### src/rtl/alu_multicycle.sv
// alu_multicycle: iterative multiply/divide unit with valid/ready request and result handshakes.
// Define ALU_MULTICYCLE_FAST_MUL_EN to compute multiplies in one cycle; divides stay iterative.
// Revision: 1.0

`default_nettype none

module alu_multicycle #(
  parameter int WIDTH = 32
) (
  input  logic             clk,
  input  logic             rst,
  input  logic             in_valid,
  output logic             in_ready,
  input  logic [2:0]       in_oper,
  input  logic [WIDTH-1:0] in_a,
  input  logic [WIDTH-1:0] in_b,
  input  logic             in_flush,
  output logic             out_valid,
  input  logic             out_ready,
  output logic [WIDTH-1:0] out_data,
  output logic             out_div_by_zero
);

  localparam int CNT_WIDTH = $clog2(WIDTH) + 1;

  localparam logic [2:0] OP_MUL   = 3'd0;
  localparam logic [2:0] OP_MULHU = 3'd1;
  localparam logic [2:0] OP_MULHS = 3'd2;
  localparam logic [2:0] OP_DIVU  = 3'd3;
  localparam logic [2:0] OP_DIVS  = 3'd4;
  localparam logic [2:0] OP_REMU  = 3'd5;
  localparam logic [2:0] OP_REMS  = 3'd6;
  localparam logic [2:0] OP_RSVD  = 3'd7;

  typedef enum logic [1:0] {
    S_IDLE = 2'd0,
    S_BUSY = 2'd1,
    S_DONE = 2'd2
  } state_t;

  function automatic logic is_div_op(input logic [2:0] op);
    return (op == OP_DIVU) || (op == OP_DIVS) || (op == OP_REMU) || (op == OP_REMS);
  endfunction

  function automatic logic is_rem_op(input logic [2:0] op);
    return (op == OP_REMU) || (op == OP_REMS);
  endfunction

  function automatic logic is_signed_op(input logic [2:0] op);
    return (op == OP_MULHS) || (op == OP_DIVS) || (op == OP_REMS);
  endfunction

  // p holds {high, low} of a product, or {remainder, quotient} of a divide.
  function automatic logic [WIDTH-1:0] select_result(input logic [2:0] op,
                                                     input logic [2*WIDTH-1:0] p,
                                                     input logic sa,
                                                     input logic sb);
    logic [2*WIDTH-1:0] prod;
    logic [WIDTH-1:0]   quo;
    logic [WIDTH-1:0]   rem;
    logic [WIDTH-1:0]   res;
    prod = ((op == OP_MULHS) && (sa ^ sb)) ? -p : p;
    quo  = ((op == OP_DIVS) && (sa ^ sb)) ? -p[WIDTH-1:0] : p[WIDTH-1:0];
    rem  = ((op == OP_REMS) && sa) ? -p[2*WIDTH-1:WIDTH] : p[2*WIDTH-1:WIDTH];
    res  = '0;
    case (op)
      OP_MUL:             res = prod[WIDTH-1:0];
      OP_MULHU, OP_MULHS: res = prod[2*WIDTH-1:WIDTH];
      OP_DIVU, OP_DIVS:   res = quo;
      OP_REMU, OP_REMS:   res = rem;
      default:            res = '0;
    endcase
    return res;
  endfunction

  state_t               state_q, state_d;
  logic [CNT_WIDTH-1:0] cnt_q, cnt_d;
  logic [2:0]           oper_q, oper_d;
  logic                 sa_q, sa_d;
  logic                 sb_q, sb_d;
  logic [WIDTH-1:0]     opnd_q, opnd_d;
  logic [WIDTH-1:0]     hi_q, hi_d;
  logic [WIDTH-1:0]     lo_q, lo_d;
  logic [WIDTH-1:0]     result_q, result_d;
  logic                 dbz_q, dbz_d;

  logic                 w_in_signed;
  logic                 w_a_neg;
  logic                 w_b_neg;
  logic [WIDTH-1:0]     w_a_mag;
  logic [WIDTH-1:0]     w_b_mag;
  logic [WIDTH:0]       w_mul_sum;
  logic [WIDTH:0]       w_div_shift;
  logic [WIDTH:0]       w_div_diff;
  logic                 w_div_ge;
  logic [WIDTH-1:0]     w_iter_hi;
  logic [WIDTH-1:0]     w_iter_lo;

  assign w_in_signed = is_signed_op(in_oper);
  assign w_a_neg     = w_in_signed & in_a[WIDTH-1];
  assign w_b_neg     = w_in_signed & in_b[WIDTH-1];
  assign w_a_mag     = w_a_neg ? -in_a : in_a;
  assign w_b_mag     = w_b_neg ? -in_b : in_b;

`ifdef ALU_MULTICYCLE_FAST_MUL_EN
  logic [2*WIDTH-1:0] w_fast_prod;
  assign w_fast_prod = {{WIDTH{1'b0}}, w_a_mag} * {{WIDTH{1'b0}}, w_b_mag};
`endif

  // Multiply: add multiplicand into the high half when the multiplier LSB is set, then shift right.
  assign w_mul_sum   = {1'b0, hi_q} + (lo_q[0] ? {1'b0, opnd_q} : {(WIDTH+1){1'b0}});
  // Restoring divide: shift the next dividend bit into the partial remainder and try to subtract.
  assign w_div_shift = {hi_q, lo_q[WIDTH-1]};
  assign w_div_ge    = (w_div_shift >= {1'b0, opnd_q});
  assign w_div_diff  = w_div_shift - {1'b0, opnd_q};

  always_comb begin
    w_iter_hi = w_mul_sum[WIDTH:1];
    w_iter_lo = {w_mul_sum[0], lo_q[WIDTH-1:1]};
    if (is_div_op(oper_q)) begin
      w_iter_hi = w_div_ge ? w_div_diff[WIDTH-1:0] : w_div_shift[WIDTH-1:0];
      w_iter_lo = {lo_q[WIDTH-2:0], w_div_ge};
    end
  end

  always_comb begin
    state_d  = state_q;
    cnt_d    = cnt_q;
    oper_d   = oper_q;
    sa_d     = sa_q;
    sb_d     = sb_q;
    opnd_d   = opnd_q;
    hi_d     = hi_q;
    lo_d     = lo_q;
    result_d = result_q;
    dbz_d    = dbz_q;

    if (in_flush) begin
      state_d = S_IDLE;
    end else begin
      case (state_q)
        S_IDLE: begin
          if (in_valid) begin
            oper_d = in_oper;
            sa_d   = w_a_neg;
            sb_d   = w_b_neg;
            cnt_d  = CNT_WIDTH'(WIDTH - 1);
            dbz_d  = 1'b0;
            if (in_oper == OP_RSVD) begin
              result_d = '0;
              state_d  = S_DONE;
            end else if (is_div_op(in_oper) && (in_b == '0)) begin
              result_d = is_rem_op(in_oper) ? in_a : {WIDTH{1'b1}};
              dbz_d    = 1'b1;
              state_d  = S_DONE;
`ifdef ALU_MULTICYCLE_FAST_MUL_EN
            end else if (!is_div_op(in_oper)) begin
              result_d = select_result(in_oper, w_fast_prod, w_a_neg, w_b_neg);
              state_d  = S_DONE;
`endif
            end else begin
              hi_d    = '0;
              lo_d    = is_div_op(in_oper) ? w_a_mag : w_b_mag;
              opnd_d  = is_div_op(in_oper) ? w_b_mag : w_a_mag;
              state_d = S_BUSY;
            end
          end
        end
        S_BUSY: begin
          hi_d  = w_iter_hi;
          lo_d  = w_iter_lo;
          cnt_d = cnt_q - 1'b1;
          if (cnt_q == '0) begin
            cnt_d    = '0;
            result_d = select_result(oper_q, {w_iter_hi, w_iter_lo}, sa_q, sb_q);
            state_d  = S_DONE;
          end
        end
        S_DONE: begin
          if (out_ready) begin
            state_d = S_IDLE;
          end
        end
        default: begin
          state_d = S_IDLE;
        end
      endcase
    end
  end

  always_ff @(posedge clk or posedge rst) begin
    if (rst) begin
      state_q  <= S_IDLE;
      cnt_q    <= '0;
      oper_q   <= '0;
      sa_q     <= 1'b0;
      sb_q     <= 1'b0;
      opnd_q   <= '0;
      hi_q     <= '0;
      lo_q     <= '0;
      result_q <= '0;
      dbz_q    <= 1'b0;
    end else begin
      state_q  <= state_d;
      cnt_q    <= cnt_d;
      oper_q   <= oper_d;
      sa_q     <= sa_d;
      sb_q     <= sb_d;
      opnd_q   <= opnd_d;
      hi_q     <= hi_d;
      lo_q     <= lo_d;
      result_q <= result_d;
      dbz_q    <= dbz_d;
    end
  end

  assign in_ready        = (state_q == S_IDLE);
  assign out_valid       = (state_q == S_DONE);
  assign out_data        = result_q;
  assign out_div_by_zero = dbz_q & (state_q == S_DONE);

endmodule

`default_nettype wire

### config.mk
export PLATFORM = sky130hd
export DESIGN_NAME = alu_multicycle
export DESIGN_NICKNAME = d
export VERILOG_FILES = /design/src/rtl/alu_multicycle.sv
export SDC_FILE = /design/constraint.sdc
export NUM_CORES = 1
export LEC_CHECK = 0
export CORE_MARGIN = 2
export CORE_UTILIZATION = 47
export DETAILED_ROUTE_END_ITERATION = 16
export GPL_TIMING_DRIVEN = 0
export PLACE_DENSITY = 0.68
export SLEW_MARGIN = 20
export SYNTH_ARGS = -nofsm -noshare
export SYNTH_HDL_FRONTEND = slang
export SYNTH_SLANG_ARGS = --single-unit
export TNS_END_PERCENT = 1
### constraint.sdc
create_clock -name clk -period 5.1 [get_ports clk]
set_clock_uncertainty 0.1 [all_clocks]
set_input_delay 0.51 -clock clk [delete_from_list [all_inputs] [get_ports clk]]
set_output_delay 0.51 -clock clk [all_outputs]
set_load 0.05 [all_outputs]
# ---- After elaboration in Yosys (flattened, before gate mapping)
# Cells that the tools add are included.
dict set report totals {
  reg_bits 142
  latch_bits 0
  ramBits 0
  rom_bits 0
  in_bits 72
  output_inout_bits 35
  word_cells 113
  n_memories 0
}
dict set report op_classes {
  n_addsub 8
  mul 0
  div_mod_pow 0
  n_lt_le_gt_ge 1
  n_eq_ne 22
  shifts 0
  n_mux 38
  n_bitwise 7
  n_reduce_logical 27
}
# operator count
set ops {}
lappend ops {{32-bit 2-to-1 mux} 21}
lappend ops {{32-bit one-hot mux with 2 select lines} 3}
lappend ops {{32-bit negation} 4}
lappend ops {{32-bit one-hot mux with 4 select lines} 1}
lappend ops {{64-bit 2-to-1 mux} 1}
lappend ops {{64-bit negation} 1}
lappend ops {{32-bit by 32-bit adder with 33-bit output} 1}
lappend ops {{33-bit by 32-bit >= comparator with 1-bit output} 1}
lappend ops {{32-bit zero test} 1}
lappend ops {{32-bit subtractor} 1}
lappend ops {{3-bit equality test, second input constant} 7}
lappend ops {{5-bit AND reduction} 3}
lappend ops {{3-bit by 2-bit equality test with 1-bit output, second input constant} 4}
lappend ops {{2-bit 2-to-1 mux} 6}
lappend ops {{6-bit 2-to-1 mux} 2}
lappend ops {{6-bit one-hot mux with 2 select lines} 1}
lappend ops {{1-bit logical OR} 9}
lappend ops {{3-bit AND reduction} 3}
lappend ops {{2-bit != test, second input constant} 4}
lappend ops {{6-bit zero test} 1}
lappend ops {{3-bit by 2-bit != test with 1-bit output, second input constant} 2}
lappend ops {{2-bit one-hot mux with 3 select lines} 1}
lappend ops {{2-bit OR reduction} 3}
lappend ops {{6-bit by 1-bit subtractor with 6-bit output, second input constant} 1}
lappend ops {{13 further kinds} 21}

# ---- Depth between registers and ports, before layout
# Gate-level depths: netlist (run 1).
dict set report logic_depth {
  word_depth 10
  ltp_mapped 23
  mapped_depth_nobuf 20
}

# ---- Least setup slack after synthesis (run 1)
# Ideal clock, no wire load.
dict set report synth_timing {
  kind {register -> register}
  startpoint {register oper_q[1]}
  endpoint {register result_q[20] (netlist: out_data[20])}
  setup_ps 137
  arrival_ps 5086
  t_required_ps 4863
  path_slack_ps -223
  path_stages_with_launch 24
  path_buffers 8
  synth_period_minus_slack_ps 5323
  path_cell_list {dfrtp_1 buf_2 and3b_1 buf_2 nor2_2 buf_4 buf_2 buf_2 buf_2 buf_1 mux2i_1 ha_1 inv_1 a211o_1 or2_2 clkbuf_1 nor3_1 and3b_1 inv_1 nor3_1 a31oi_1 xnor2_1 a221oi_1 o21ai_0}
}
dict set report synth_via {
  elab_chain_cells 10
  elab_cells_between_ends 27
  classes_between {3 x add/sub; 6 x eq/ne; 8 x mux; 10 x reduce/logical}
}
# item line
set synth_rtl {}
lappend synth_rtl {{from (decl)} 78} ;# logic [2:0] oper_q, oper_d;
lappend synth_rtl {{from (signal assigned)} 206} ;# oper_q <= oper_d;
lappend synth_rtl {{3-bit by 2-bit equality test with 1-bit output / 3-bit equality test (equally long branches)} {42, 66, 63}}
lappend synth_rtl {{1-bit logical OR (3 in series)} 42} ;# return (op == OP_DIVU) || (op == OP_DIVS) || (op == OP_REMU) || (op == OP_REMS);
lappend synth_rtl {{32-bit 2-to-1 mux} 120} ;# if (is_div_op(oper_q)) begin
lappend synth_rtl {{64-bit negation, or another cell as far along} 62} ;# prod = ((op == OP_MULHS) && (sa ^ sb)) ? -p : p;
lappend synth_rtl {{64-bit 2-to-1 mux, or another cell as far along} 62}
lappend synth_rtl {{32-bit one-hot mux with 4 select lines *} 66} ;# case (op)
lappend synth_rtl {{32-bit 2-to-1 mux *} 173} ;# if (cnt_q == '0) begin
lappend synth_rtl {{32-bit one-hot mux with 2 select lines *} 141} ;# case (state_q)
lappend synth_rtl {{to (signal assigned)} 212} ;# result_q <= result_d;
lappend synth_rtl {{to (decl)} 84} ;# logic [WIDTH-1:0] result_q, result_d;
# Every way passes the cells marked *; elsewhere a longest branch is shown, timed or not. The select of a mux whose other input is x is not followed.
# A chain may end at the register's enable or synchronous reset.

# ---- Final worst setup path (run 1)
dict set report layout_timing {
  startpoint {register hi_q[15]}
  endpoint {register result_q[13] (netlist: out_data[13])}
}
dict set report layout_via {
  elab_chain_cells 8
  elab_cells_between_ends 13
  classes_between {3 x add/sub; 1 x order compare; 9 x mux}
}
# item line
set layout_rtl {}
lappend layout_rtl {{from (decl)} 82} ;# logic [WIDTH-1:0] hi_q, hi_d;
lappend layout_rtl {{from (signal assigned)} 210} ;# hi_q <= hi_d;
lappend layout_rtl {{33-bit by 32-bit >= comparator with 1-bit output *} 114} ;# assign w_div_ge = (w_div_shift >= {1'b0, opnd_q});
lappend layout_rtl {{32-bit 2-to-1 mux} 121} ;# w_iter_hi = w_div_ge ? w_div_diff[WIDTH-1:0] : w_div_shift[WIDTH-1:0];
lappend layout_rtl {{32-bit 2-to-1 mux} 120}
lappend layout_rtl {{64-bit negation / 32-bit negation (equally long branches)} {62, 64}}
lappend layout_rtl {{64-bit 2-to-1 mux / 32-bit 2-to-1 mux (equally long branches)} {62, 64}}
lappend layout_rtl {{32-bit one-hot mux with 4 select lines *} 66}
lappend layout_rtl {{32-bit 2-to-1 mux *} 173}
lappend layout_rtl {{32-bit one-hot mux with 2 select lines *} 141}
# Marked as above.

==> flow_summary.ini, run 1 <==
[die]
pin_count = 107
start_util = 0.476
die_w_um = 191
die_area_um2 = 36400
die_h_um = 191
core_um2 = 34500
fp-row-count = 68

[global_routing]
grtUsageMet2 = 0.668
grt_pass1_vias = 18000
grt-busiest-layer = met2
track_usage = 0.435
use_met3 = 0.108
grt_pass1_wl_um = 117000
antenna_found_initial = 1
grt_max_degree = 101
use_met1 = 0.578
grt.overflow.total = 0

[placement]
post-dp-hpwl_um = 63500
dpl_cell_area_um2 = 18100
dp_slack_ns = -2.13
portBuffers = 106
dpl.cell_count = 2814
gp_congestion = 1.04

[sta]
post-route-period-util = 1.01
setup_violations = 2
slew_headroom = 0.238
tightest_slew_ns = 1.11
setup_ws_ns = -0.0380
fin_crit_ns = 5.14
slew_violations = 0
fmax_mhz = 195
finalHoldViolations = 0
rsz0062_at_grt = true

[worst_setup_path]
cp.required_ns = 5.31
critPathMaxFanout = 9
cp_slowest_cell = or4_1
cpMostUsedCell = buf_2
cpPeakStageDelay_ns = 0.65
cp-start-kind = flop
end_kind = flop
arrival_ns = 5.35
crit_chain = ha_1 -> buf_2 -> nand4_1 -> nor4_2 -> a221oi_2 -> o21a_4 -> a21oi_2 -> a221o_1 -> buf_2 -> nand2_1 -> or4_1 -> o21ai_0 -> xor2_1 -> a211oi_2 -> o221ai_1
criticalPathCategory = reg2reg

[detailed_routing]
routed_wl_um = 79800
vias = 19500
drtIter0Drc = 2657
viasPerCell = 6.75
antenna_left = 0
wl_per_cell_um = 27.6
drc_errors = 0
drt_pass1_iterations = 8

[layout]
fillers = 3377
final_cells = 2886
antennaDiodeCount = 0
nets = 2562
drive_above_1_share = 0.114
final_area_um2 = 19700
syn_to_final_growth_pct = 19.9

[yosys]
syn_nets = 2395
yosys_warnings = 0
yosysTopAreaCell = dfrtp_1
ys_top_cells_by_area = dfrtp_1 (22%), o21ai_0 (7.2%), a21oi_1 (5.9%)
ys.flop_type = dfrtp_1
avgSynthCellArea_um2 = 7.28
syn_area_um2 = 16400
ys_ff_latch = 142
synth_top_area_share = 0.217
synth_seq_area_share = 0.217
syn_inst = 2251
synth_cell_types = 101
synth-edff-count = 0
async_reset_ff_frac = 1.00

[clock_tree]
cts_htree_levels = 4
cts_tree = built
cts_made_buffers = 17
cts_max_path_buffers = 2
hold_buffers = 0
root_buffer = clkbuf_16
cts_sinks = 142
clk_pin_slew_ns = 0.08
clk_latency_ns = 0.47

[outcome]
violations = setup timing
status = finished with violations

[flow_run]
max_cap_viol_count = 0

[worst_hold_path]
worstHoldPathType = in2async
critical path: cells and delay by family, from the launching register on:
| family | cells | cell delay, ns |
|---|---|---|
| buf+inv | 2 | 0.46 |
| simple gates | 4 | 1.36 |
| compound gates | 7 | 2.14 |
| flops | 1 | 0.48 |
| fa+ha+maj | 1 | 0.32 |
| xor+xnor | 1 | 0.11 |
placed cells by master, fill, tap and decap left out, types with 15 or more instances in the layout:
master	n
buf_4	54
and2_1	55
a31oi_1	41
nand4_1	31
and3_1	22
mux2i_1	39
a21o_1	28
buf_2	22
xor2_1	72
o221ai_1	31
o21ai_0	233
a21oi_1	184
o21a_1	15
nor2_1	200
ha_1	66
clkbuf_16	17
a211oi_1	18
clkbuf_1	84
o31ai_1	17
nand3_1	44
inv_1	76
or3_1	29
nor3_1	57
o211ai_1	32
dfrtp_1	128
xnor2_1	62
clkdlybuf4s50_1	106
nand2_1	253
nor4_1	18
per-stage QoR:
stage / utilization / hold WS, ns / TNS, ns
2_1_floorplan: - / 0.363 / 0
3_3_place_gp: 0.523 / 0.366 / -269.30
3_5_place_dp: 0.525 / 0.378 / -34.15
4_1_cts: 0.561 / 0.346 / -0.232
5_1_grt: 0.570 / 0.372 / -0.613
6_report: 0.570 / 0.337 / -0.0518
registers in the layout, indices dropped and copies added (netlist names):
name      count
hi_q         32
lo_q         32
opnd_q       32
out_data     32
cnt_q         6
oper_q        3
state_q       2
dbz_q         1
sa_q          1
sb_q          1
timing repair:
item / in CTS / in global routing
buffers inserted: 29 / 19
pin swaps: 19 / 20
gates resized for setup: 109 / 42
gates cloned: 0 / 0
setup endpoints to repair: 32 / 30
layer usage:
metal | routed length (um) | share of wire
met1 | 32000 | 0.40
met5 | 0 | 0
met4 | 4290 | 0.054
met2 | 34200 | 0.43
met3 | 9290 | 0.12
cells by family after synthesis:
group           Yosys count  synth area share
flops                   142             0.217
mux                      59            0.0370
buf+inv                 224            0.0559
xor+xnor                136            0.0726
simple gates            812             0.238
compound gates          805             0.323
fa+ha+maj                73            0.0565
synth_stat cells, types with 10 or more instances:
library cell and count:
a31oi_1 43, buf_2 28, ha_1 70, xnor2_1 64
o21bai_1 10, or3_1 29, nor4_1 22, xor2_1 72
o221ai_1 32, nand2b_1 14, nor2b_1 10, nand3_1 44
a221oi_1 17, a21boi_0 14, o31ai_1 17, inv_1 77
o211ai_1 32, nor3_1 64, a2111oi_0 11, buf_1 13
o21ai_0 236, clkbuf_1 97, nor2_1 204, a211oi_1 20
o21a_1 16, mux2_2 12, a21o_1 28, mux2i_1 46
nand2_1 255, a21oi_1 192, and3_1 22, and2_1 55
nand4_1 31, or4_1 11, dfrtp_1 142
cell type report:
class                   instances  area, um2  share of cell area
clock inverters                15        169             0.00859
flip-flops and latches        142       3570               0.182
inverters                      78        300              0.0153
plain buffers                 138        706              0.0359
clock buffers                  17        425              0.0216
well taps                     455        569              0.0290
repair buffers                156       1470              0.0747
multi-input cells            1885      12400               0.633
worst paths after layout:
path | slack (ns) | from | cells past startpoint | to
max | -0.04 | hi_q[15]$_DFFE_PP0P_ | 15 | out_data[13]$_DFFE_PP0P_
min | 0.34 | rst | 2 | opnd_q[11]$_DFFE_PP0P_
max reg2reg | -0.04 | hi_q[15]$_DFFE_PP0P_ | 15 | out_data[13]$_DFFE_PP0P_
min reg2reg | 0.39 | out_data[0]$_DFFE_PP0P_ | 1 | out_data[0]$_DFFE_PP0P_
max in group asynchronous | 3.67 | rst | 3 | out_data[17]$_DFFE_PP0P_
min in group clk | 0.39 | out_data[0]$_DFFE_PP0P_ | 1 | out_data[0]$_DFFE_PP0P_
Power of run 1 is left out: the tool's default activity adds up to more than one toggle a clock period on the data nets, which glitch-free logic cannot reach.
==> run 2: changes to the inputs <==
--- a/config.mk
+++ b/config.mk
@@ -5,6 +5,7 @@
 export SDC_FILE = /design/constraint.sdc
 export NUM_CORES = 1
 export LEC_CHECK = 0
+export CAP_MARGIN = 0
 export CORE_MARGIN = 2
 export CORE_UTILIZATION = 47
 export DETAILED_ROUTE_END_ITERATION = 16
==> results of run 2 <==
Same layout as run 1: the final DEF is identical, and so are final timing and power.
Power of run 2 is left out for the same reason.
